**src/rtl/led_pkg.sv**
```systemverilog
// Shared constants for the seven-segment scan driver: active-low segment
// patterns {a,b,c,d,e,f,g}, character codes and the scan FSM encoding.
package led_pkg;

  localparam logic [6:0] SEG_OFF  = 7'b1111111;
  localparam logic [6:0] SEG_DASH = 7'b1111110;
  localparam logic [6:0] SEG_F    = 7'b0111000;
  localparam logic [6:0] SEG_0    = 7'b0000001;
  localparam logic [6:0] SEG_1    = 7'b1001111;
  localparam logic [6:0] SEG_2    = 7'b0010010;
  localparam logic [6:0] SEG_3    = 7'b0000110;
  localparam logic [6:0] SEG_4    = 7'b1001100;
  localparam logic [6:0] SEG_5    = 7'b0100100;
  localparam logic [6:0] SEG_6    = 7'b0100000;
  localparam logic [6:0] SEG_7    = 7'b0001111;
  localparam logic [6:0] SEG_8    = 7'b0000000;
  localparam logic [6:0] SEG_9    = 7'b0000100;

  localparam logic [3:0] CODE_DASH = 4'hA;
  localparam logic [3:0] CODE_F    = 4'hF;
  localparam logic [3:0] CODE_OFF  = 4'hB;

  typedef enum logic {
    ST_GAP,
    ST_SHOW
  } scan_state_t;

endpackage

```
**src/rtl/led_scan_driver_seg7.sv**
```systemverilog
// Combinational decoder from a 4-bit character code to active-low segments.
module seg7_decode
  import led_pkg::*;
(
  input  logic [3:0] code,
  output logic [6:0] seg
);

  always_comb begin
    seg = SEG_OFF;
    case (code)
      4'd0:      seg = SEG_0;
      4'd1:      seg = SEG_1;
      4'd2:      seg = SEG_2;
      4'd3:      seg = SEG_3;
      4'd4:      seg = SEG_4;
      4'd5:      seg = SEG_5;
      4'd6:      seg = SEG_6;
      4'd7:      seg = SEG_7;
      4'd8:      seg = SEG_8;
      4'd9:      seg = SEG_9;
      CODE_DASH: seg = SEG_DASH;
      CODE_F:    seg = SEG_F;
      default:   seg = SEG_OFF;
    endcase
  end

endmodule

```
**src/rtl/led_scan_driver.sv**
```systemverilog
// Time-multiplexed common-anode seven-segment driver with blanking gaps.
// Optional blinking is compiled in with the LED_SCAN_BLINK_EN macro.
module led_scan_driver
  import led_pkg::*;
#(
  parameter int DIGITS    = 4,
  parameter int SCAN_DIV  = 1024,
  parameter int GAP_CYC   = 16,
  parameter int BLINK_DIV = 64,
  localparam int IW       = (DIGITS > 1) ? $clog2(DIGITS) : 1
) (
  input  logic                  clk,
  input  logic                  rst_n,
  input  logic [4*DIGITS-1:0]   chars,
  input  logic                  load,
  input  logic [DIGITS-1:0]     blank_mask,
  input  logic [DIGITS-1:0]     blink_mask,
  output logic [6:0]            led,
  output logic [DIGITS-1:0]     an,
  output logic [IW-1:0]         digit_idx,
  output logic                  frame_tick
);

  localparam int CNT_MAX = (SCAN_DIV > GAP_CYC) ? SCAN_DIV : GAP_CYC;
  localparam int CW      = (CNT_MAX > 1) ? $clog2(CNT_MAX) : 1;
  localparam logic [CW-1:0] SCAN_LAST = CW'(SCAN_DIV - 1);
  localparam logic [CW-1:0] GAP_LAST  = CW'(GAP_CYC - 1);
  localparam logic [IW-1:0] LAST_IDX  = IW'(DIGITS - 1);

  scan_state_t         state, state_n;
  logic [CW-1:0]       cnt, cnt_n;
  logic [IW-1:0]       idx_n;
  logic                wrap;
  logic [4*DIGITS-1:0] shadow;
  logic [3:0]          cur_code;
  logic [6:0]          cur_seg;
  logic                blink_dark;
  logic                dark;

  // Next-state values are computed up front so the output registers can
  // reflect the state being entered, keeping led/an aligned with digit_idx.
  always_comb begin
    state_n = state;
    cnt_n   = cnt + 1'b1;
    idx_n   = digit_idx;
    wrap    = 1'b0;
    case (state)
      ST_GAP: begin
        if (GAP_CYC == 0 || cnt == GAP_LAST) begin
          state_n = ST_SHOW;
          cnt_n   = '0;
        end
      end
      ST_SHOW: begin
        if (cnt == SCAN_LAST) begin
          cnt_n   = '0;
          state_n = (GAP_CYC == 0) ? ST_SHOW : ST_GAP;
          wrap    = (digit_idx == LAST_IDX);
          idx_n   = wrap ? '0 : digit_idx + 1'b1;
        end
      end
      default: state_n = ST_GAP;
    endcase
  end

  always_comb begin
    cur_code = CODE_OFF;
    for (int i = 0; i < DIGITS; i++) begin
      if (idx_n == IW'(i)) cur_code = shadow[4*i +: 4];
    end
  end

  seg7_decode u_decode (
    .code (cur_code),
    .seg  (cur_seg)
  );

`ifdef LED_SCAN_BLINK_EN
  localparam int FW = (BLINK_DIV > 1) ? $clog2(BLINK_DIV) : 1;

  logic [FW-1:0] frame_cnt, frame_cnt_n;
  logic          phase, phase_n;

  always_comb begin
    frame_cnt_n = frame_cnt;
    phase_n     = phase;
    if (wrap) begin
      if (frame_cnt == FW'(BLINK_DIV - 1)) begin
        frame_cnt_n = '0;
        phase_n     = ~phase;
      end else begin
        frame_cnt_n = frame_cnt + 1'b1;
      end
    end
  end

  always_ff @(posedge clk or negedge rst_n) begin
    if (!rst_n) begin
      frame_cnt <= '0;
      phase     <= 1'b0;
    end else begin
      frame_cnt <= frame_cnt_n;
      phase     <= phase_n;
    end
  end

  assign blink_dark = phase_n & blink_mask[idx_n];
`else
  logic unused_blink;
  assign unused_blink = ^blink_mask;
  assign blink_dark   = 1'b0;
`endif

  assign dark = (state_n != ST_SHOW) || blank_mask[idx_n] || blink_dark;

  always_ff @(posedge clk or negedge rst_n) begin
    if (!rst_n) begin
      state      <= ST_GAP;
      cnt        <= '0;
      digit_idx  <= '0;
      frame_tick <= 1'b0;
      shadow     <= {DIGITS{CODE_OFF}};
      led        <= SEG_OFF;
      an         <= '1;
    end else begin
      state      <= state_n;
      cnt        <= cnt_n;
      digit_idx  <= idx_n;
      frame_tick <= wrap;
      if (load) shadow <= chars;
      led        <= dark ? SEG_OFF : cur_seg;
      an         <= dark ? '1 : ~(DIGITS'(1) << idx_n);
    end
  end

endmodule

```
**config.mk**
```make
export PLATFORM = sky130hd
export DESIGN_NAME = led_scan_driver
export DESIGN_NICKNAME = d
export VERILOG_FILES = /design/src/rtl/led_pkg.sv /design/src/rtl/led_scan_driver_seg7.sv /design/src/rtl/led_scan_driver.sv
export SDC_FILE = /design/constraint.sdc
export NUM_CORES = 1
export LEC_CHECK = 0
export CAP_MARGIN = 10
export CORE_ASPECT_RATIO = 1.5
export CORE_UTILIZATION = 52
export CTS_CLUSTER_SIZE = 25
export DETAILED_ROUTE_END_ITERATION = 7
export PLACE_DENSITY = 0.85
export SLEW_MARGIN = 20
export SYNTH_ARGS = -nofsm -noshare
export SYNTH_HDL_FRONTEND = slang
export SYNTH_HIERARCHICAL = 1
export SYNTH_SLANG_ARGS = --single-unit
```
**constraint.sdc**
```tcl
create_clock -name clk -period 3.5 [get_ports clk]
set_clock_uncertainty 0.1 [all_clocks]
set_input_delay 0.7 -clock clk [delete_from_list [all_inputs] [get_ports clk]]
set_output_delay 0.7 -clock clk [all_outputs]
set_load 0.01 [all_outputs]
```
==> summary.txt, run 1 <==
Route
  – Routed Antenna Nets: 0
  – Drt via density: between 5 and 6
  – Drt first pass iters: 4
  – WL final: roughly 4.4 mm
  – Vias: 1747
  – DRC Markers: 0
  – Violation count after the first detailed-route iteration: 43
  – Detailed-route wire length per cell: 14.4 um

Hold path
  – Hold endpoint: cnt[0]$_DFF_PN0_
  – Min-Delay Path Depth: 1
  – Critical hold path startpoint: cnt[0]$_DFF_PN0_
  – Min-delay worst type: flip-flop to flip-flop

Pwr
  – Seq pwr share: 0.499
  – Switching Power: 0.250 mW
  – Combinational share of power: 0.157
  – Max VDD drop: 0.391 mV
  – Pwr dens: about 380 nW/um^2
  – Sw frac: 0.233
  – Internal power: 0.825 mW
  – Pleak: between 1 and 1.5 nW
  – Total power: 1.08 mW
  – Clk pwr share: 0.344

Synthesis
  – Number of synthesized register bits: 41
  – Post-synth ARST share: 1.00
  – Synthesized cell area: 2310 sq um
  – Synth area leaders: dfstp_2, dfrtp_1, mux2_2
  – Cells after Synth: 218
  – Sequential share of the synthesized area: 0.457
  – Post-synth top area cell: dfstp_2
  – Share of the synthesized area in the top cell type: 0.262
  – Post-synth EDFFs: 0
  – Syn Area/Cell: 10.6 sq um
  – Synth Warn #: 6
  – Distinct cells, synth: 45
  – Dominant synthesized flop cell: dfstp_2
  – Syn Nets: ~250

STA
  – Final period util: 0.911
  – Worst-margin pin slew: between 0.8 and 0.9 ns
  – Max-slew violation count: 0
  – Fmax achieved: roughly 310 MHz
  – TNS Setup: 0 ns
  – Slew headroom: 0.411
  – Endpoints failing setup: 0
  – RSZ-0062 raised after global routing: false
  – Post-layout minimum cycle time: about 3.2 ns
  – Fin. Hold Viols: 0

Worst setup path
  – Critical path class: flip-flop to flip-flop
  – Cell Chain, Critical Path: ha_1, nand4_2, nor4_4, nor2_1, or3_1, a31oi_1, buf_4, inv_1, ha_1, o21ai_0, o21ai_0, nor2_1, nand2_1
  – Worst setup SP type: flip-flop
  – CP max stage cell: nor4_4
  – R2r setup slk: 0.31 ns
  – Worst Reg2Reg Path Length in Cells: 13
  – CP Max Fanout: 6
  – Critical Path Max Stage Delay: ~0.49 ns
  – Worst setup EP type: flip-flop
  – Crit Reg-Reg Startpoint: cnt[0]$_DFF_PN0_
  – Critical R2R Capture: led[5]$_DFF_PN1_
  – WP data required: 3.61 ns
  – CP arrival: 3.30 ns

Placed design
  – Hpwl dp: 3.24 mm
  – Inst Count DP: 296
  – Port Buffers: 36
  – Routability cong.: 0.777

Floorplanning
  – Ports: 41
  – Die width: 56.4 um
  – Initial Util: 0.544
  – Die Y: 83.6 um
  – Row Count: 29
  – Core box area: 4250 sq um
  – Die area: between 4000 and 5000 sq um

CTS
  – Clock transition at path regs: 0.08 ns
  – CTS tree: yes
  – Clock Latency Late Sink: 0.30 ns
  – CTS Hold Bufs: 0
  – Root Driver: clkbuf_8
  – Num CTS Buffers: 5
  – H-Tree Depth: 2
  – CTS max path bufs: 2
  – Clock sink total: 41

Global route
  – First-pass GRT wire length: 7.73 mm
  – Grt total ovfl: 0
  – Largest net degree at the start of global routing: 42
  – GR Util All Layers: 0.213
  – Vias in the first global route: 1771
  – Initial antenna violation count: 0

Final layout
  – Area Overhead vs Synth: 22.4%
  – Final core utilization: 0.665
  – Share of post-route cells with drive strength above 1: 0.270
  – Nets@finish: between 200 and 300
  – Antenna fix cells: 0
  – Commonest non-fill, non-tap cell in the layout: clkdlybuf4s50_1
  – Fin cells: 305
  – Most frequent cells in the layout: clkdlybuf4s50_1, nor2_1, dfstp_2

Job
  – Max_cap viols: 0

Status
  – Status: completed
[state kept, by name, summed over array words and instances, names as in the netlist]
signal	cells
shadow	16
cnt	10
led	7
an	4
digit_idx	2
frame_tick	1
state	1
[critical path, delay by kind of cell (launching register included)]
family	cells	cell delay [ns]
and+or+nand+nor	6	1.28
adders and majority gates	2	0.58
AOI/OAI and AO/OA	3	0.50
DFF	1	0.39
buffers and inverters	2	0.24
[power by group through the flow]
stage          Sequential, mW  Clock (mW)  Combinational [mW]
3_3_place_gp            0.543           0               0.163
3_5_place_dp            0.545           0               0.168
4_1_cts                 0.537       0.377               0.169
6_report                0.536       0.370               0.169
5_1_grt                 0.540       0.396               0.188
2_1_floorplan           0.546           0              0.0949
[synthesized netlist by cell type (6+ instances only)]
library cell / count
nor2_1: 25
dfstp_2: 23
mux2_2: 19
dfrtp_1: 18
nand2_1: 18
a31oi_1: 11
nand3_1: 11
nor3b_1: 10
o21ai_0: 10
ha_1: 8
inv_1: 6
mux2i_1: 6
[cell type report]
cell class	count	area (sq um)
fill	335	1420
multi-input combinational	161	1180
sequential	41	1050
clock inverter	2	33.8
timing repair buffer	41	393
clock buffer	6	72.6
tap	46	57.6
inverter	8	35.0
[stage by stage]
| step | cell area (sq um) | setup slack, ns | hold WS, ns |
|---|---|---|---|
| floorplan | 2310 | 0.511 | 0.304 |
| global placement | 2710 | 0.402 | 0.372 |
| detailed placement | 2710 | 0.311 | 0.379 |
| CTS | 2820 | 0.288 | 0.389 |
| global route | 2830 | 0.00878 | 0.423 |
| finish | 2830 | 0.313 | 0.389 |
[worst max path at each step]
| stage | startpoint | to | slack [ns] |
|---|---|---|---|
| detailed placement | cnt[0]$_DFF_PN0_ | led[5]$_DFF_PN1_ | 0.31 |
| global route | cnt[0]$_DFF_PN0_ | led[5]$_DFF_PN1_ | 0.009 |
| finish | cnt[0]$_DFF_PN0_ | led[5]$_DFF_PN1_ | 0.31 |
| global placement | cnt[0]$_DFF_PN0_ | led[5]$_DFF_PN1_ | 0.40 |
| CTS | cnt[0]$_DFF_PN0_ | led[5]$_DFF_PN1_ | 0.29 |
| floorplan | cnt[0]$_DFF_PN0_ | led[5]$_DFF_PN1_ | 0.51 |
[what timing repair did]
| action | 4_1_cts | 5_1_grt |
|---|---|---|
| setup endpoints to repair | 0 | 6 |
| buffers inserted | 0 | 1 |
| gates resized for setup | 0 | 0 |
| hold endpoints to repair | 0 | 0 |
[cell families (layout without fill, tap and decap cells)]
kind of cell / count (synthesis) / count (layout) / share of synthesized area
xor gates and xnor gates: 7 / 7 / 0.0266
buffers and inverters: 16 / 57 / 0.0325
and+or+nand+nor: 85 / 85 / 0.212
DFF: 41 / 41 / 0.457
muxes: 26 / 26 / 0.128
AOI/OAI and AO/OA: 35 / 35 / 0.100
adders and majority gates: 8 / 8 / 0.0434
[layer usage]
| layer | wire, um | up-vias | GRT usage |
|---|---|---|---|
| met2 | 2440 | 34 | 0.386 |
| met3 | 159 | 6 | 0.0543 |
| met1 | 1720 | 846 | 0.231 |
| met4 | 78 | 0 | 0.0820 |
| met5 | 0 | - | 0 |
| li1 | - | 861 | - |
No activity file was read; power rests on OpenSTA's default activity.
==> inputs of run 2 (changes only) <==
--- a/config.mk
+++ b/config.mk
@@ -7,12 +7,14 @@
 export LEC_CHECK = 0
 export CAP_MARGIN = 10
 export CORE_ASPECT_RATIO = 1.5
-export CORE_UTILIZATION = 52
+export CORE_UTILIZATION = 60
 export CTS_CLUSTER_SIZE = 25
 export DETAILED_ROUTE_END_ITERATION = 7
-export PLACE_DENSITY = 0.85
+export DONT_BUFFER_PORTS = 1
+export PLACE_DENSITY = 0.82
 export SLEW_MARGIN = 20
 export SYNTH_ARGS = -nofsm -noshare
 export SYNTH_HDL_FRONTEND = slang
 export SYNTH_HIERARCHICAL = 1
 export SYNTH_SLANG_ARGS = --single-unit
+export TNS_END_PERCENT = 20
==> run 2 against run 1 <==
Power down 11%. Sequential cell count did not move. First-iteration DRC count fell by 47%. Routed wire length grew 1.9%. Critical endpoint is now led[0]$_DFF_PN1_. Largest cell class unchanged.
==> summary.txt, run 2 (synthesis gave the netlist of run 1 again) <==
Status
  – Status: completed

Placed design
  – Worst Setup Slack post-DPL: 0.193 ns (-0.118 ns)
  – Hpwl dp: 3.11 mm (-4.1%)
  – Port Buffers: 0 (-100%)
  – Routability cong.: 0.797 (+2.7%)

Worst setup path
  – CP arrival: 3.29 ns (about the same)
  – Worst Reg2Reg Path Length in Cells: 11 (-2)
  – Critical Path Max Stage Delay: 0.53 ns (+0.04 ns)
  – R2r setup slk: 0.31 ns (about the same)
  – Critical path depth: 11 (-2)
  – Family with the most delay on the worst path: simple AND/OR/NAND/NOR gates
  – CP Max Fanout: 7 (+1)
  – Crit path buf inv count: 0 (-2)
  – Critical R2R Capture: led[0]$_DFF_PN1_
  – Critical path class: flip-flop to flip-flop
  – Worst setup EP type: flip-flop
  – WP data required: 3.60 ns (about the same)
  – Worst setup SP type: flip-flop
  – End of the critical path: led[0]$_DFF_PN1_
  – Crit Reg-Reg Startpoint: digit_idx[1]$_DFF_PN0_
  – Crit path from: digit_idx[1]$_DFF_PN0_
  – Cell Chain, Critical Path: ha_1, nor4_4, nor2_1, or3_1, a31oi_2, ha_1, and2b_2, o21ai_2, o21ai_0, nor2_1, nand2_1
  – CP max stage cell: nor4_4

Global route
  – Met3 GRT Util: 0.0647 (+0.0104)
  – First-pass GRT wire length: 7.34 mm (-5.0%)
  – GR Util All Layers: 0.246 (+0.0337)
  – Largest net degree at the start of global routing: 34 (-19%)
  – GR Util met2: 0.423 (+0.0364)
  – Initial antenna violation count: 0 (unchanged)
  – Met1 usage: 0.280 (+0.0491)
  – Most used routing layer: met2
  – Grt total ovfl: 0 (unchanged)
  – Vias in the first global route: 1586 (-10%)

STA
  – Hold WS: 0.138 ns (-0.251 ns)
  – TNS Setup: 0 ns (unchanged)
  – Worst-margin pin slew: 0.848 ns (-0.0352 ns)
  – Max-slew violation count: 0 (unchanged)
  – Slew headroom: 0.433 (+0.0216)
  – Final WS setup: 0.313 ns (+0.000283 ns)
  – Post-layout minimum cycle time: 3.19 ns (-0.000283 ns)
  – Final period util: 0.911 (about the same)
  – Endpoints failing setup: 0 (unchanged)
  – Fin. Hold Viols: 0 (unchanged)
  – Fmax achieved: 314 MHz (about the same)

Route
  – Drt via density: 6.10 (+6.6%)
  – Vias: 1636 (-6.4%)
  – DRC Markers: 0 (unchanged)
  – Violation count after the first detailed-route iteration: 23 (-47%)
  – WL final: 4.48 mm (+1.9%)
  – Detailed-route wire length per cell: 16.7 um (+16%)
  – Routed Antenna Nets: 0 (unchanged)
  – Drt first pass iters: 4 (unchanged)

CTS
  – Clock Latency Late Sink: 0.30 ns (about the same)
  – Clock sink total: 41 (unchanged)
  – Root Driver: clkbuf_8
  – Num CTS Buffers: 5 (unchanged)
  – H-Tree Depth: 2 (unchanged)
  – Clock transition at path regs: 0.08 ns (about the same)
  – CTS tree: yes
  – CTS max path bufs: 2 (unchanged)

Final layout
  – Regs by FF count: shadow (16), cnt (10), led (7)
  – Most frequent cells in the layout: nor2_1, dfstp_2, mux2_2
  – Area Overhead vs Synth: 7.53%
  – Commonest non-fill, non-tap cell in the layout: nor2_1
  – Nets@finish: 259 (-12%)
  – Share of post-route cells with drive strength above 1: 0.333 (+0.0631)
  – Largest Register: shadow
  – Max reg flops: 16 (unchanged)
  – Antenna fix cells: 0 (unchanged)

Pwr
  – Max VDD drop: 0.361 mV (-7.6%)
  – Pwr dens: 386 nW/um^2 (+1.5%)
  – Pleak: 0.991 nW (-13%)

Floorplanning
  – Ports: 41 (unchanged)
  – Die width: 52.6 um (-6.7%)
  – Core box area: 3680 sq um (-13%)
  – Die area: 4100 sq um (-13%)
  – Row Count: 27 (-6.9%)
  – Die Y: 78.0 um (-6.7%)
  – Initial Util: 0.627 (+0.0831)

Hold path
  – Min-delay worst type: primary input to async pin

Job
  – Max_cap viols: 0 (unchanged)
==> run 2: cell types whose count changed in the layout (fill, tap and decap cells not counted), moves of 2 or more <==
cell and delta:
clkdlybuf4s50_1 -35, a31oi_1 -2, clkinv_2 +2, a31oi_2 +2
==> run 2: final cells by class <==
class | count | area (sq um)
Sequential cell | 41 | 1050
Clock buffer | 5 | 68.8
Inverter | 8 | 35.0
Timing Repair Buffer | 7 | 55.1
Clock inverter | 3 | 17.5
Fill cell | 277 | 1200
Multi-Input combinational cell | 161 | 1200
Tap cell | 43 | 53.8
==> run 2: power by group <==
part | internal, mW | switching [mW] | total, mW
clock | 0.137 | 0.162 | 0.299
sequential | 0.521 | 0.0228 | 0.544
combinational | 0.0595 | 0.0564 | 0.116
total | 0.718 | 0.241 | 0.959
==> run 2: worst reg2reg max path: cells and delay by family, from the launching register on <==
family                   cells  cell delay (ns)
AND/OR/NAND/NOR              6             1.40
AO/OA/AOI/OAI                3             0.60
flip-flops                   1             0.50
adder cells (fa/ha/maj)      2             0.48
==> run 2: worst min path at each step <==
stage / slack [ns] / from / cells past startpoint / to
after floorplan: 0.30 / rst_n / 0 / cnt[0]$_DFF_PN0_
after global placement: 0.31 / rst_n / 0 / cnt[2]$_DFF_PN0_
after detailed placement: 0.31 / rst_n / 0 / frame_tick$_DFF_PN0_
after CTS: 0.13 / rst_n / 0 / shadow[13]$_DFFE_PN1P_
after global routing: 0.12 / rst_n / 0 / an[2]$_DFF_PN1_
final: 0.14 / rst_n / 0 / shadow[11]$_DFFE_PN1P_
==> run 2: per-stage QoR <==
step,utilization,power (mW),instances,instance area (sq um)
2_1_floorplan,-,0.641,218,2310
3_3_place_gp,0.639,0.651,257,2350
3_5_place_dp,0.639,0.657,257,2350
4_1_cts,0.665,0.965,266,2450
5_1_grt,0.674,1.01,268,2480
6_report,0.674,0.959,268,2480
==> run 2: repair_timing <==
item | 4_1_cts | 5_1_grt
endpoints found under the setup margin | 0 | 7
setup buffers | 0 | 2
hold buffers | 1 | 0
hold endpoints to repair | 18 | 0
resized for setup | 0 | 4
==> run 2: per-layer routing <==
layer,share of wire,wire [um],vias up
met2,0.54,2430,40
met4,0.020,89,0
met5,0,0,-
met3,0.048,214,11
met1,0.39,1750,796
li1,-,-,789
==> inputs of run 3 (changes only) <==
==> constraint.sdc (replaced) <==
create_clock -name clk -period 4.1 [get_ports clk]
set_clock_uncertainty 0.1 [all_clocks]
set_input_delay 0.82 -clock clk [delete_from_list [all_inputs] [get_ports clk]]
set_output_delay 0.82 -clock clk [all_outputs]
set_load 0.01 [all_outputs]
==> run 3 against run 2 <==
Setup slack improved by 0.34 ns. Sequential share of layout area increased by 0.50 points. Via count increased by 0.61%. Final area decreased by 1.2%. Combinational power decreased by 23%. Global-route usage decreased by 0.30 points. Clock-buffer cell count increased by 2. Utilization decreased by 0.78 points. Fmax decreased by 7.4%.
==> summary.txt, run 3 (synthesis gave the netlist of run 1 again) <==
Status
  – Status: completed

Placed design
  – Inst Count DP: 255 (-0.78%)
  – Worst Setup Slack post-DPL: 0.669 ns (+0.476 ns)
  – Cell Area, Placed: 2340 sq um (-0.64%)
  – Port Buffers: 0 (unchanged)
  – Hpwl dp: 3.09 mm (-0.55%)
  – Routability cong.: 0.787 (-1.3%)

Final layout
  – Share of post-route cells with drive strength above 1: 0.305 (-0.0288)
  – Final core utilization: 0.666 (-0.00782)
  – Regs by FF count: shadow (16), cnt (10), led (7)
  – Most frequent cells in the layout: nor2_1, dfstp_2, mux2_2
  – Antenna fix cells: 0 (unchanged)
  – Max reg flops: 16 (unchanged)
  – Area Overhead vs Synth: 6.29%
  – Fin cells: 263 (-1.9%)
  – Finished Cell Area: 2450 sq um (-1.2%)
  – Fillers: 289 (+4.3%)
  – Commonest non-fill, non-tap cell in the layout: nor2_1
  – Largest Register: shadow
  – Nets@finish: 254 (-1.9%)

Route
  – Routed Antenna Nets: 0 (unchanged)
  – Violation count after the first detailed-route iteration: 32 (+39%)
  – WL final: 4.35 mm (-3.0%)
  – Drt first pass iters: 4 (unchanged)
  – Detailed-route wire length per cell: 16.5 um (-1.2%)
  – Drt via density: 6.26 (+2.5%)
  – DRC Markers: 0 (unchanged)
  – Vias: 1646 (+0.61%)

Worst setup path
  – Worst setup SP type: flip-flop
  – Critical Path Max Stage Delay: 0.62 ns (+0.09 ns)
  – CP max stage cell: nor4_4
  – Crit path from: cnt[0]$_DFF_PN0_
  – Worst setup EP type: flip-flop
  – Critical path class: flip-flop to flip-flop
  – Crit path buf inv count: 1 (+1)
  – WP data required: 4.20 ns (+0.60 ns)
  – CP Max Fanout: 9 (+2)
  – Family with the most delay on the worst path: simple AND/OR/NAND/NOR gates
  – Crit Reg-Reg Startpoint: cnt[0]$_DFF_PN0_
  – Cell Chain, Critical Path: ha_1, nand4_2, nor4_4, nor2_1, or3_1, a31oi_1, inv_1, ha_1, o21ai_0, o21ai_0, nor2_1, nand2_1
  – CP arrival: 3.55 ns (+0.26 ns)

Floorplanning
  – Row Count: 27 (unchanged)
  – Ports: 41 (unchanged)
  – Die Y: 78.0 um (unchanged)
  – Die width: 52.6 um (unchanged)
  – Core box area: 3680 sq um (unchanged)
  – Initial Util: 0.627 (unchanged)
  – Die area: 4100 sq um (unchanged)

STA
  – Final WS setup: 0.658 ns (+0.345 ns)
  – Slew headroom: 0.580 (+0.146)
  – Post-layout minimum cycle time: 3.44 ns (+0.255 ns)
  – Max-slew violation count: 0 (unchanged)
  – Fin. Hold Viols: 0 (unchanged)
  – Endpoints failing setup: 0 (unchanged)
  – Fmax achieved: 291 MHz (-7.4%)
  – RSZ-0062 raised after global routing: false
  – Final period util: 0.840 (-0.0710)
  – TNS Setup: 0 ns (unchanged)
  – Worst-margin pin slew: 0.626 ns (-0.222 ns)
  – Hold WS: 0.106 ns (-0.0314 ns)

Pwr
  – Internal power: 0.690 mW (-3.8%)
  – Max VDD drop: 0.371 mV (+2.8%)
  – Sw frac: 0.227 (-0.0247)
  – Seq pwr share: 0.520 (-0.047)
  – Clk pwr share: 0.380 (+0.068)
  – Switching Power: 0.202 mW (-16%)
  – Total power: 0.893 mW (-6.9%)
  – Combinational share of power: 0.100 (-0.021)
  – Pwr dens: 364 nW/um^2 (-5.8%)
  – Pleak: 0.981 nW (-1.0%)

CTS
  – CTS max path bufs: 2 (unchanged)
  – H-Tree Depth: 2 (unchanged)
  – Root Driver: clkbuf_8
  – Num CTS Buffers: 5 (unchanged)
  – CTS tree: yes
  – Setup Fix Bufs, Post-CTS: 0 (unchanged)
  – Clock sink total: 41 (unchanged)
  – Clock Latency Late Sink: 0.30 ns (about the same)
  – CTS Hold Bufs: 0 (-1)
  – PostCTS Resize Cnt: 0 (unchanged)
  – Clock transition at path regs: 0.08 ns (about the same)

Job
  – Max_cap viols: 0 (unchanged)

Global route
  – GR Util All Layers: 0.243 (-0.00297)
  – Grt total ovfl: 0 (unchanged)
  – First-pass GRT wire length: 7.25 mm (-1.3%)
  – Initial antenna violation count: 0 (unchanged)
  – Largest net degree at the start of global routing: 42 (+24%)
  – Vias in the first global route: 1624 (+2.4%)

Hold path
  – Min-delay worst type: primary input to async pin
==> run 3: cell type report <==
cell class              instances  area (sq um)  share of cell area
multi-input cells             161          1180               0.480
well taps                      43          53.8              0.0219
clock inverters                 1          30.0              0.0122
clock buffers                   7          86.3              0.0352
inverters                       8          35.0              0.0143
repair buffers                  2          15.0             0.00612
flip-flops and latches         41          1050               0.430
==> run 3: metal layers <==
layer	GRT usage	part of all wire	wire, um
met5	0	0	0
met3	0.0608	0.051	220
met2	0.432	0.53	2320
met1	0.262	0.39	1710
met4	0.100	0.022	94
==> run 3: path summary, 6_finish.rpt <==
kind,endpoint,slack [ns],cells after the start
setup / recovery,led[5]$_DFF_PN1_,0.66,12
hold / removal,cnt[7]$_DFF_PN0_,0.11,0
setup reg to reg,led[5]$_DFF_PN1_,0.66,12
hold reg to reg,shadow[4]$_DFFE_PN1P_,0.41,2
max in group asynchronous,shadow[8]$_DFFE_PN1P_,3.61,0
min in group clk,shadow[4]$_DFFE_PN1P_,0.41,2
==> run 3: power by group through the flow <==
stage / sequential, mW / combinational [mW] / clock [mW]
6_report: 0.464 / 0.0894 / 0.339
5_1_grt: 0.468 / 0.103 / 0.356
4_1_cts: 0.465 / 0.0891 / 0.338
3_5_place_dp: 0.472 / 0.0882 / 0
3_3_place_gp: 0.471 / 0.0851 / 0
2_1_floorplan: 0.466 / 0.0810 / 0
